## config.mk

```make
export PLATFORM = sky130hd
export DESIGN_NAME = top_level
export DESIGN_NICKNAME = d
export VERILOG_FILES = /design/src/rtl/top_pkg.sv /design/src/rtl/top_level_data_mem.sv /design/src/rtl/top_level.sv
export SDC_FILE = /design/constraint.sdc
export NUM_CORES = 1
export LEC_CHECK = 0
export CAP_MARGIN = 10
export CORE_AREA = 2 2 39 41
export CTS_BUF_LIST = sky130_fd_sc_hd__clkbuf_8
export DETAILED_ROUTE_END_ITERATION = 10
export DIE_AREA = 0 0 41 43
export GPL_ROUTABILITY_DRIVEN = 0
export PLACE_DENSITY_LB_ADDON = 0.2
export REMOVE_ABC_BUFFERS = 1
export SLEW_MARGIN = 5
export SYNTH_ARGS = -nofsm -noshare
export SYNTH_HDL_FRONTEND = slang
export SYNTH_SLANG_ARGS = --single-unit
```

## constraint.sdc

```tcl
create_clock -name clk -period 2.1 [get_ports clk]
set_input_delay 0.21 -clock clk [delete_from_list [all_inputs] [get_ports clk]]
set_output_delay 0.21 -clock clk [all_outputs]
set_load 0.02 [all_outputs]
```

## src/rtl/top_pkg.sv

```systemverilog
`default_nettype none
// ============================================================================
//  Module   : top_pkg
//  Brief    : Shared types, constants and the Hamming(16,11) SECDED encoder
//             function for the top_level encoder engine.
//  Revision : 1.0 - initial release
// ============================================================================
package top_pkg;

  // Run geometry
  localparam int unsigned NUM_MSG   = 15;
  localparam int unsigned MEM_DEPTH = 256;
  localparam logic [7:0]  SRC_BASE  = 8'd0;
  localparam logic [7:0]  DST_BASE  = 8'd30;
  localparam logic [3:0]  LAST_IDX  = 4'(NUM_MSG - 1);

  // Engine sequencing: two reads and two writes per message
  typedef enum logic [2:0] {
    ST_RST   = 3'd0,
    ST_RD_LO = 3'd1,
    ST_RD_HI = 3'd2,
    ST_WR_HI = 3'd3,
    ST_WR_LO = 3'd4,
    ST_FIN   = 3'd5
  } state_t;

  // d[0] carries data bit d1, d[10] carries d11.
  // Result layout: {d11..d5, p8, d4, d3, d2, p4, d1, p2, p1, p0}
  function automatic logic [15:0] hamming_encode(input logic [10:0] d);
    logic p8, p4, p2, p1, p0;
    p8 = ^d[10:4];
    p4 = ^{d[10], d[9], d[8], d[7], d[3], d[2], d[1]};
    p2 = ^{d[10], d[9], d[6], d[5], d[3], d[2], d[0]};
    p1 = ^{d[10], d[8], d[6], d[4], d[3], d[1], d[0]};
    // Overall parity makes the full 16-bit word even
    p0 = ^{d, p8, p4, p2, p1};
    return {d[10:4], p8, d[3:1], p4, d[0], p2, p1, p0};
  endfunction

endpackage
`default_nettype wire

```

## src/rtl/top_level_data_mem.sv

```systemverilog
`default_nettype none
// ============================================================================
//  Module   : data_mem
//  Brief    : Byte-wide data memory, combinational read, synchronous write.
//             Contents are deliberately not reset so preloaded data survives.
//  Revision : 1.0 - initial release
// ============================================================================
module data_mem
  import top_pkg::*;
(
  input  logic       clk,
  input  logic       we,
  input  logic [7:0] addr,
  input  logic [7:0] wdata,
  output logic [7:0] rdata
);

  logic [7:0] core [0:MEM_DEPTH-1];

  // Asynchronous read path feeds the engine's latches in the same cycle
  always_comb begin
    rdata = core[addr];
  end

  // Single write port, no reset on the array
  always_ff @(posedge clk) begin
    if (we) begin
      core[addr] <= wdata;
    end
  end

endmodule
`default_nettype wire

```

## src/rtl/top_level.sv

```systemverilog
`default_nettype none
// ============================================================================
//  Module   : top_level
//  Brief    : Hamming(16,11) SECDED encoder engine. Reads NUM_MSG packed
//             11-bit messages from the data memory, writes the 16-bit
//             codewords back, then raises done until the next reset.
//  Revision : 1.0 - initial release
// ============================================================================
module top_level
  import top_pkg::*;
(
  input  logic clk,
  input  logic reset,   // synchronous, active-low
  output logic done
);

  state_t     state_q, state_d;
  logic [3:0] idx_q,   idx_d;
  logic [7:0] lo_q,    lo_d;
  logic [2:0] hi_q,    hi_d;
  logic       done_q,  done_d;

  logic        engine_we;
  logic        mem_we;
  logic [7:0]  mem_addr;
  logic [7:0]  mem_wdata;
  logic [7:0]  mem_rdata;
  logic [7:0]  idx_x2;
  logic [15:0] codeword;

  assign idx_x2   = {3'b000, idx_q, 1'b0};
  assign codeword = hamming_encode({hi_q, lo_q});
  // A write cycle interrupted by reset must not reach the memory
  assign mem_we   = engine_we & reset;
  assign done     = done_q;

  data_mem dm1 (
    .clk   (clk),
    .we    (mem_we),
    .addr  (mem_addr),
    .wdata (mem_wdata),
    .rdata (mem_rdata)
  );

  // State, index, data latch and done registers with synchronous active-low reset
  always_ff @(posedge clk) begin
    if (!reset) begin
      state_q <= ST_RST;
      idx_q   <= 4'd0;
      lo_q    <= 8'd0;
      hi_q    <= 3'd0;
      done_q  <= 1'b0;
    end else begin
      state_q <= state_d;
      idx_q   <= idx_d;
      lo_q    <= lo_d;
      hi_q    <= hi_d;
      done_q  <= done_d;
    end
  end

  // Next-state, address mux and write-data selection
  always_comb begin
    state_d   = state_q;
    idx_d     = idx_q;
    lo_d      = lo_q;
    hi_d      = hi_q;
    engine_we = 1'b0;
    mem_addr  = 8'd0;
    mem_wdata = 8'd0;

    case (state_q)
      ST_RST: begin
        state_d = ST_RD_LO;
      end
      ST_RD_LO: begin
        mem_addr = SRC_BASE + idx_x2;
        lo_d     = mem_rdata;
        state_d  = ST_RD_HI;
      end
      ST_RD_HI: begin
        mem_addr = SRC_BASE + idx_x2 + 8'd1;
        // Only d11..d9 live in the high byte; the rest is don't-care
        hi_d     = mem_rdata[2:0];
        state_d  = ST_WR_HI;
      end
      ST_WR_HI: begin
        mem_addr  = DST_BASE + idx_x2 + 8'd1;
        mem_wdata = codeword[15:8];
        engine_we = 1'b1;
        state_d   = ST_WR_LO;
      end
      ST_WR_LO: begin
        mem_addr  = DST_BASE + idx_x2;
        mem_wdata = codeword[7:0];
        engine_we = 1'b1;
        if (idx_q == LAST_IDX) begin
          state_d = ST_FIN;
        end else begin
          idx_d   = idx_q + 4'd1;
          state_d = ST_RD_LO;
        end
      end
      ST_FIN: begin
        state_d = ST_FIN;
      end
      default: begin
        state_d = ST_RST;
      end
    endcase
  end

  // done is registered and rises on the same edge that enters FIN
  always_comb begin
    done_d = (state_d == ST_FIN);
  end

endmodule
`default_nettype wire

```

## Word-level counts from Yosys, hierarchy flattened

Cells that the tools add are included.

| storage, ports and cells | value |
|---|---|
| flip-flop bits (word level) | 8 |
| input bits | 2 |
| output and inout bits | 1 |
| word-level logic and storage cells | 16 |

| cells by class | value |
|---|---|
| add/subtract/negate cells | 1 |
| eq/ne operators | 7 |
| mux-type cells | 2 |
| bitwise logic cells | 1 |
| reductions and logical operators | 2 |

Operators by type and width:

| operator | count |
|---|---|
| 3-bit case mux with 6 select lines | 1 |
| 3-bit == test, second input constant | 3 |
| 3-bit by 2-bit == test with 1-bit output, second input constant | 2 |
| 4-bit by 1-bit adder with 4-bit output, second input constant | 1 |
| 4-bit == test, second input constant | 1 |
| 3-bit by 1-bit == test with 1-bit output, second input constant | 1 |
| 3-bit zero test | 1 |
| 3-bit 2-to-1 mux | 1 |
| 2-bit AND reduction | 1 |
| 1-bit NOT | 1 |

## Logic depth before layout (Yosys ltp)

Gate-level depths: netlist of the first run.

| depth | value |
|---|---|
| depth after elaboration | 4 |
| depth in mapped cells | 5 |
| depth with buffers taken out | 5 |

## Worst setup path after synthesis of the first run

Ideal clock, no wire load.

| timing path | value |
|---|---|
| path kind | reg-to-reg |
| from | register idx_q[0] |
| to | register idx_q[3] |
| setup time | 70 ps |
| arrival | 1424 ps |
| required time | 2030 ps |
| path slack | 606 ps |
| stages on the path, launching flop included | 6 |
| path buffers | 0 |
| period minus slack after synthesis | 1494 ps |
| cells stage by stage | dfxtp_1 > inv_1 > ha_1 > a31o_1 > or4_1 > a21oi_1 |

| on the way | value |
|---|---|
| word-level cells in the longest chain between the ends | 3 |
| elaborated cells between the ends (all ways) | 4 |

RTL lines:

| what | line | RTL |
|---|---|---|
| start: declaration | top_level.sv:18 | `logic [3:0] idx_q, idx_d;` |
| start signal: assignment | top_level.sv:55 | `idx_q <= idx_d;` |
| parallel branches: the longest is 3 deep, another holds 4-bit by 1-bit adder with 4-bit output | -- |  |

Several ways; the timed one is not identified.
A chain may end at the register's enable or synchronous reset.

## Worst setup path after layout of the first run

Same ends and word-level chain as after synthesis.

==> run_results.csv, run 1 <==
group,metric,value,unit
timing,slew_headroom,72.8,%
clock_tree,clk-insertion-delay-late,0.23,ns
drt,drt-wirelength-per-cell,12.0,um
clock_tree,cts_setup_buffers,0,
global_route,grt_pass1_wl,1200,um
drt,drtIter0Drc,2,
synthesis,number_of_distinct_library_cells_after_synthesis,20,
global_route,grt_start_max_net_pins,8,
finish,synthToLayoutAreaGrowth,23.6,%
global_route,grt_antenna_before_repair,0,
clock_tree,cts_repair_resizes,0,
drt,met3_wirelength,22,um
timing,worst-slew-pin-transition,0.407,ns
timing,setup_total_negative_slack,0,ns
finish,fin_util,30.8,%
run,max_cap_violation_count,0,
power,static-leakage-power,0.000157,uW
drt,vias_per_cell,4.95,
global_route,globalRouteTotalUtil,11.4,%
critical_path,timing.critical_path.from_type,"flip-flop",
timing,drv_slew,0,
drt,drt_pass_1_iters,4,
timing,period_minus_slack,1.62,ns
finish,layout-drive-gt1-share,7.14,%
finish,insertedDiodeCount,0,
placement,io_buffers,2,
clock_tree,cts-hold-fix-buffers,0,
floorplanning,core.rowCount,14,
synthesis,syn-mean-instance-area,9.33,um^2
critical_path,worstPathArrival,1.78,ns
clock_tree,cts_sinks,8,
synthesis,synth_compound_gate_area_share,19.2,%
timing,final.setup_skew,0.00365,ns
floorplanning,design.die.area,0.00176,mm^2
drt,met2_routed_wirelength,359,um
timing,rsz0062_at_grt,"no",
synthesis,netlist_area,345,um^2
synthesis,synth_fa_ha_area_share,7.25,%
synthesis,synth_area_in_xor_xnor,2.54,%
timing,hold_ws,0.503,ns
clock_tree,cts_buffers,3,
drt,postRouteAntennaNets,0,
power,worst_ir_drop_vdd,348,uV
timing,hold_viol,0,
floorplanning,die_w,41,um
synthesis,synth_largest_type_area_fraction,46.4,%
power,power.density_cell_area,886,mW/mm^2
critical_path,required,2.26,ns
clock_tree,cts_tree,"built",
synthesis,synth_warnings,0,
synthesis,largest_cells_by_area_after_synthesis,"dfxtp_1 46%, ha_1 7.2%, a21oi_1 4.3%",
floorplanning,initial_core_util,25.0,%
timing,timing.fmax,618,MHz
finish,layout.cells.most_common_list,"8 x dfxtp_1, 3 x nand3_1, 3 x a21oi_1, 3 x clkbuf_8",
timing,layout_worst_path_cycle_share,77.1,%
drt,wl_met1,268,um
global_route,number_of_global_route_vias_before_repair,283,
synthesis,post_synth_and_or_nand_nor_area_fraction,19.6,%
critical_path,crit_path_end_kind,"flip-flop",
finish,num-fill-cells,146,
placement,place.detailed.hpwl,498,um
critical_path,worstPathMaxFanout,5,
clock_tree,root_buffer,"clkbuf_8",
drt,num_vias,287,
synthesis,yosysTopAreaCell,"dfxtp_1",
synthesis,synth_top_family_by_area,"simple AND/OR/NAND/NOR gates",
status,outcome,"completed",
synthesis,synth_sequential_area_ratio,46.4,%
finish,layout_net_count,48,
synthesis,ys_ff_latch,8,
drt,route.top_layer_used,"met4",
timing,setup-violations-final,0,
drt,drt-total-wl,694,um
global_route,globalRoute.totalOverflow,0,
clock_tree,clock_tree.htree_level_count,1,
finish,final_common_cell,"dfxtp_1",
clock_tree,cts.clk_slew.worst_paths,0.04,ns
floorplanning,chipHeight,43,um
clock_tree,ctsLongestPathBuffers,2,
synthesis,synth.area.mux_share,2.90,%
synthesis,netlist_instances,37,
floorplanning,placeableCoreArea,0.00138,mm^2
critical_path,critPathKind,"flip-flop to flip-flop",
drt,dr_drc_count,0,
min_path,hold_path_class,"flip-flop to flip-flop",
power,total_power,378,uW
floorplanning,design.portCount,3,
through the flow:
stage,cell area [um^2],instances,setup slack (ns)
2_1_floorplan,345,37,0.606
3_3_place_gp,385,55,0.568
3_5_place_dp,385,55,0.517
4_1_cts,427,58,0.501
5_1_grt,427,58,0.388
6_report,427,58,0.482
synth_stat cells, drive strengths merged:
master / count
nor3: 1
a22oi: 1
a21oi: 3
a311oi: 1
mux2i: 1
nor2: 2
xnor2: 1
nand2: 2
or4: 1
inv: 2
a211oi: 1
dfxtp: 8
nor2b: 2
a31o: 1
ha: 2
a31oi: 1
nand2b: 2
o31ai: 1
o21ai: 1
nand3: 3
area by class of cell:
type,instances,area (um^2),share of cell area (%)
Clock buffer,3,41.3,9.68
Multi-Input combinational cell,27,178,41.6
Inverter,2,7.51,1.76
Tap cell,16,20.0,4.69
Sequential cell,8,160,37.5
Timing Repair Buffer,2,20.0,4.69
flip-flops by register name, summed over array words and instances, names as in the netlist:
signal / cells
idx_q: 4
state_q: 3
done: 1
final timing paths:
| check | startpoint | slack, ns | depth (start not counted) | endpoint |
|---|---|---|---|---|
| setup / recovery | idx_q[0]$_SDFFE_PN0P_ | 0.48 | 5 | idx_q[3]$_SDFFE_PN0P_ |
| hold reg to reg | state_q[2]$_SDFF_PN0_ | 0.50 | 1 | state_q[1]$_SDFF_PN0_ |
| hold / removal | state_q[2]$_SDFF_PN0_ | 0.50 | 1 | state_q[1]$_SDFF_PN0_ |
| setup reg to reg | idx_q[0]$_SDFFE_PN0P_ | 0.48 | 5 | idx_q[3]$_SDFFE_PN0P_ |
critical path, cell delays in order, from the launching register on:
cell,delay (ns)
dfxtp_1,0.36
inv_1,0.07
ha_1,0.21
a31o_1,0.28
or4_1,0.49
a21oi_1,0.15
logic make-up (layout without fill, tap and decap cells):
group / after synthesis / after routing
adders and majority gates: 2 / 2
muxes: 1 / 1
and+or+nand+nor: 13 / 13
buffers and inverters: 2 / 7
xor gates and xnor gates: 1 / 1
DFF: 8 / 8
AOI/OAI and AO/OA: 10 / 10
metal layers:
| layer | global-route usage (%) | vias to the layer above |
|---|---|---|
| met2 | 15.6 | 4 |
| met1 | 10.8 | 133 |
| met3 | 4.71 | 5 |
| li1 | - | 145 |
| met5 | 0 | - |
| met4 | 14.0 | 0 |
power by group:
part / leakage [uW] / total [uW] / internal [uW] / switching, uW
combinational: 0.0000708 / 27.2 / 12.4 / 14.8
sequential: 0.0000651 / 167 / 159 / 7.71
clock: 0.0000216 / 184 / 124 / 59.9
(Power assumes the default switching activity.)
==> run 2: changes to the inputs <==
- clock period: 2.1 -> 1.5 ns (I/O delays scaled with it)
==> run_results.csv, run 2 (synthesis results as in run 1) <==
group,metric,value,unit
status,outcome,"completed",
drt,drtIter0Drc,9,
critical_path,crit_path_cell_trace,"inv_1 > ha_1 > a31o_1 > buf_4 > o31ai_1 > a21oi_2",
global_route,globalRouteTotalUtil,9.00,%
finish,num-fill-cells,147,
drt,drt-wirelength-per-cell,10.5,um
clock_tree,clock_tree.htree_level_count,1,
drt,postRouteAntennaNets,0,
critical_path,critPathKind,"flip-flop to flip-flop",
critical_path,required,1.61,ns
finish,layout_net_count,50,
floorplanning,core.rowCount,14,
finish,multiInputGateArea,181,um^2
floorplanning,die_w,41,um
timing,drv_slew,0,
critical_path,worst_path_largest_cell_delay,0.32,ns
floorplanning,placeableCoreArea,0.00138,mm^2
run,max_cap_violation_count,0,
global_route,number_of_global_route_vias_before_repair,273,
drt,vias_per_cell,4.92,
power,static-leakage-power,0.000168,uW
drt,drt-total-wl,631,um
critical_path,cp.buffers_inverters,2,
clock_tree,cts_tree,"built",
finish,insertedDiodeCount,0,
timing,hold_viol,0,
finish,fin_util,32.3,%
finish,regMostFlops,"idx_q",
finish,area.sequential,161,um^2
critical_path,worstPathArrival,1.54,ns
floorplanning,design.die.area,0.00176,mm^2
power,worst_ir_drop_vdd,456,uV
global_route,grt_antenna_before_repair,0,
power,total_power,531,uW
critical_path,timing.critical_path.from_type,"flip-flop",
timing,worst-slew-pin-transition,0.376,ns
clock_tree,root_buffer,"clkbuf_8",
global_route,grt_start_max_net_pins,8,
critical_path,critical-path-top-delay-family,"compound AO/OA/AOI/OAI gates",
clock_tree,cts-hold-fix-buffers,0,
clock_tree,cts_buffers,3,
critical_path,crit_path_end_kind,"flip-flop",
timing,slew_headroom,74.9,%
finish,layout-drive-gt1-share,15.9,%
timing,setup-violations-final,0,
placement,place.detailed.hpwl,455,um
finish,final_common_cell,"dfxtp_1",
drt,num_vias,295,
finish,synthToLayoutAreaGrowth,29.3,%
clock_tree,ctsLongestPathBuffers,2,
clock_tree,clk-insertion-delay-late,0.23,ns
floorplanning,chipHeight,43,um
clock_tree,cts.clk_slew.worst_paths,0.04,ns
floorplanning,design.portCount,3,
global_route,grt_pass1_wl,1040,um
timing,hold_ws,0.493,ns
timing,timing.fmax,701,MHz
finish,largest_reg_flops,4,
floorplanning,initial_core_util,25.0,%
min_path,hold_path_class,"flip-flop to flip-flop",
timing,layout_worst_path_cycle_share,95.1,%
clock_tree,cts_setup_buffers,0,
timing,period_minus_slack,1.43,ns
placement,io_buffers,2,
power,power.density_cell_area,1190,mW/mm^2
timing,final.setup_skew,0.000457,ns
clock_tree,cts_sinks,8,
global_route,globalRoute.totalOverflow,0,
critical_path,critical_path.slowest_cell,"dfxtp_2",
drt,dr_drc_count,0,
timing,setup_total_negative_slack,0,ns
clock_tree,cts_repair_resizes,0,
finish,layout.cells.most_common_list,"7 x dfxtp_1, 3 x nand3_1, 3 x clkbuf_8",
critical_path,worstPathMaxFanout,4,
drt,drt_pass_1_iters,4,
[run 2: where the power goes]
| group | total (uW) | switching, uW | internal [uW] |
|---|---|---|---|
| clock network | 256 | 82.7 | 174 |
| registers | 233 | 10.3 | 223 |
| logic | 41.5 | 20.5 | 21.0 |
[run 2: routing by layer]
layer / vias up / track usage (%) / wire (um)
li1: 148 / - / -
met1: 140 / 10.5 / 277
met2: 4 / 12.2 / 303
met3: 3 / 4.71 / 29
met4: 0 / 6.00 / 21
met5: - / 0 / 0
[run 2: metrics by stage]
stage               cell area [um^2]  setup slack, ns  std cells
floorplan                        345          0.00640         37
global placement                 400           0.0547         57
detailed placement               400           0.0375         57
CTS                              442           0.0213         60
global route                     447          -0.0189         60
finish                           447           0.0742         60
[run 2: final cells by class]
class,count,area share (%)
Inverter,2,1.68
Tap cell,16,4.48
Timing Repair Buffer,4,7.84
Multi-Input combinational cell,27,40.6
Clock buffer,3,9.24
Sequential cell,8,36.1
[run 2: final timing paths]
path	from	to	slack, ns	cells past startpoint
setup / recovery	idx_q[0]$_SDFFE_PN0P_	idx_q[3]$_SDFFE_PN0P_	0.07	6
hold / removal	state_q[2]$_SDFF_PN0_	state_q[1]$_SDFF_PN0_	0.49	1
setup reg to reg	idx_q[0]$_SDFFE_PN0P_	idx_q[3]$_SDFFE_PN0P_	0.07	6
hold reg to reg	state_q[2]$_SDFF_PN0_	state_q[1]$_SDFF_PN0_	0.49	1
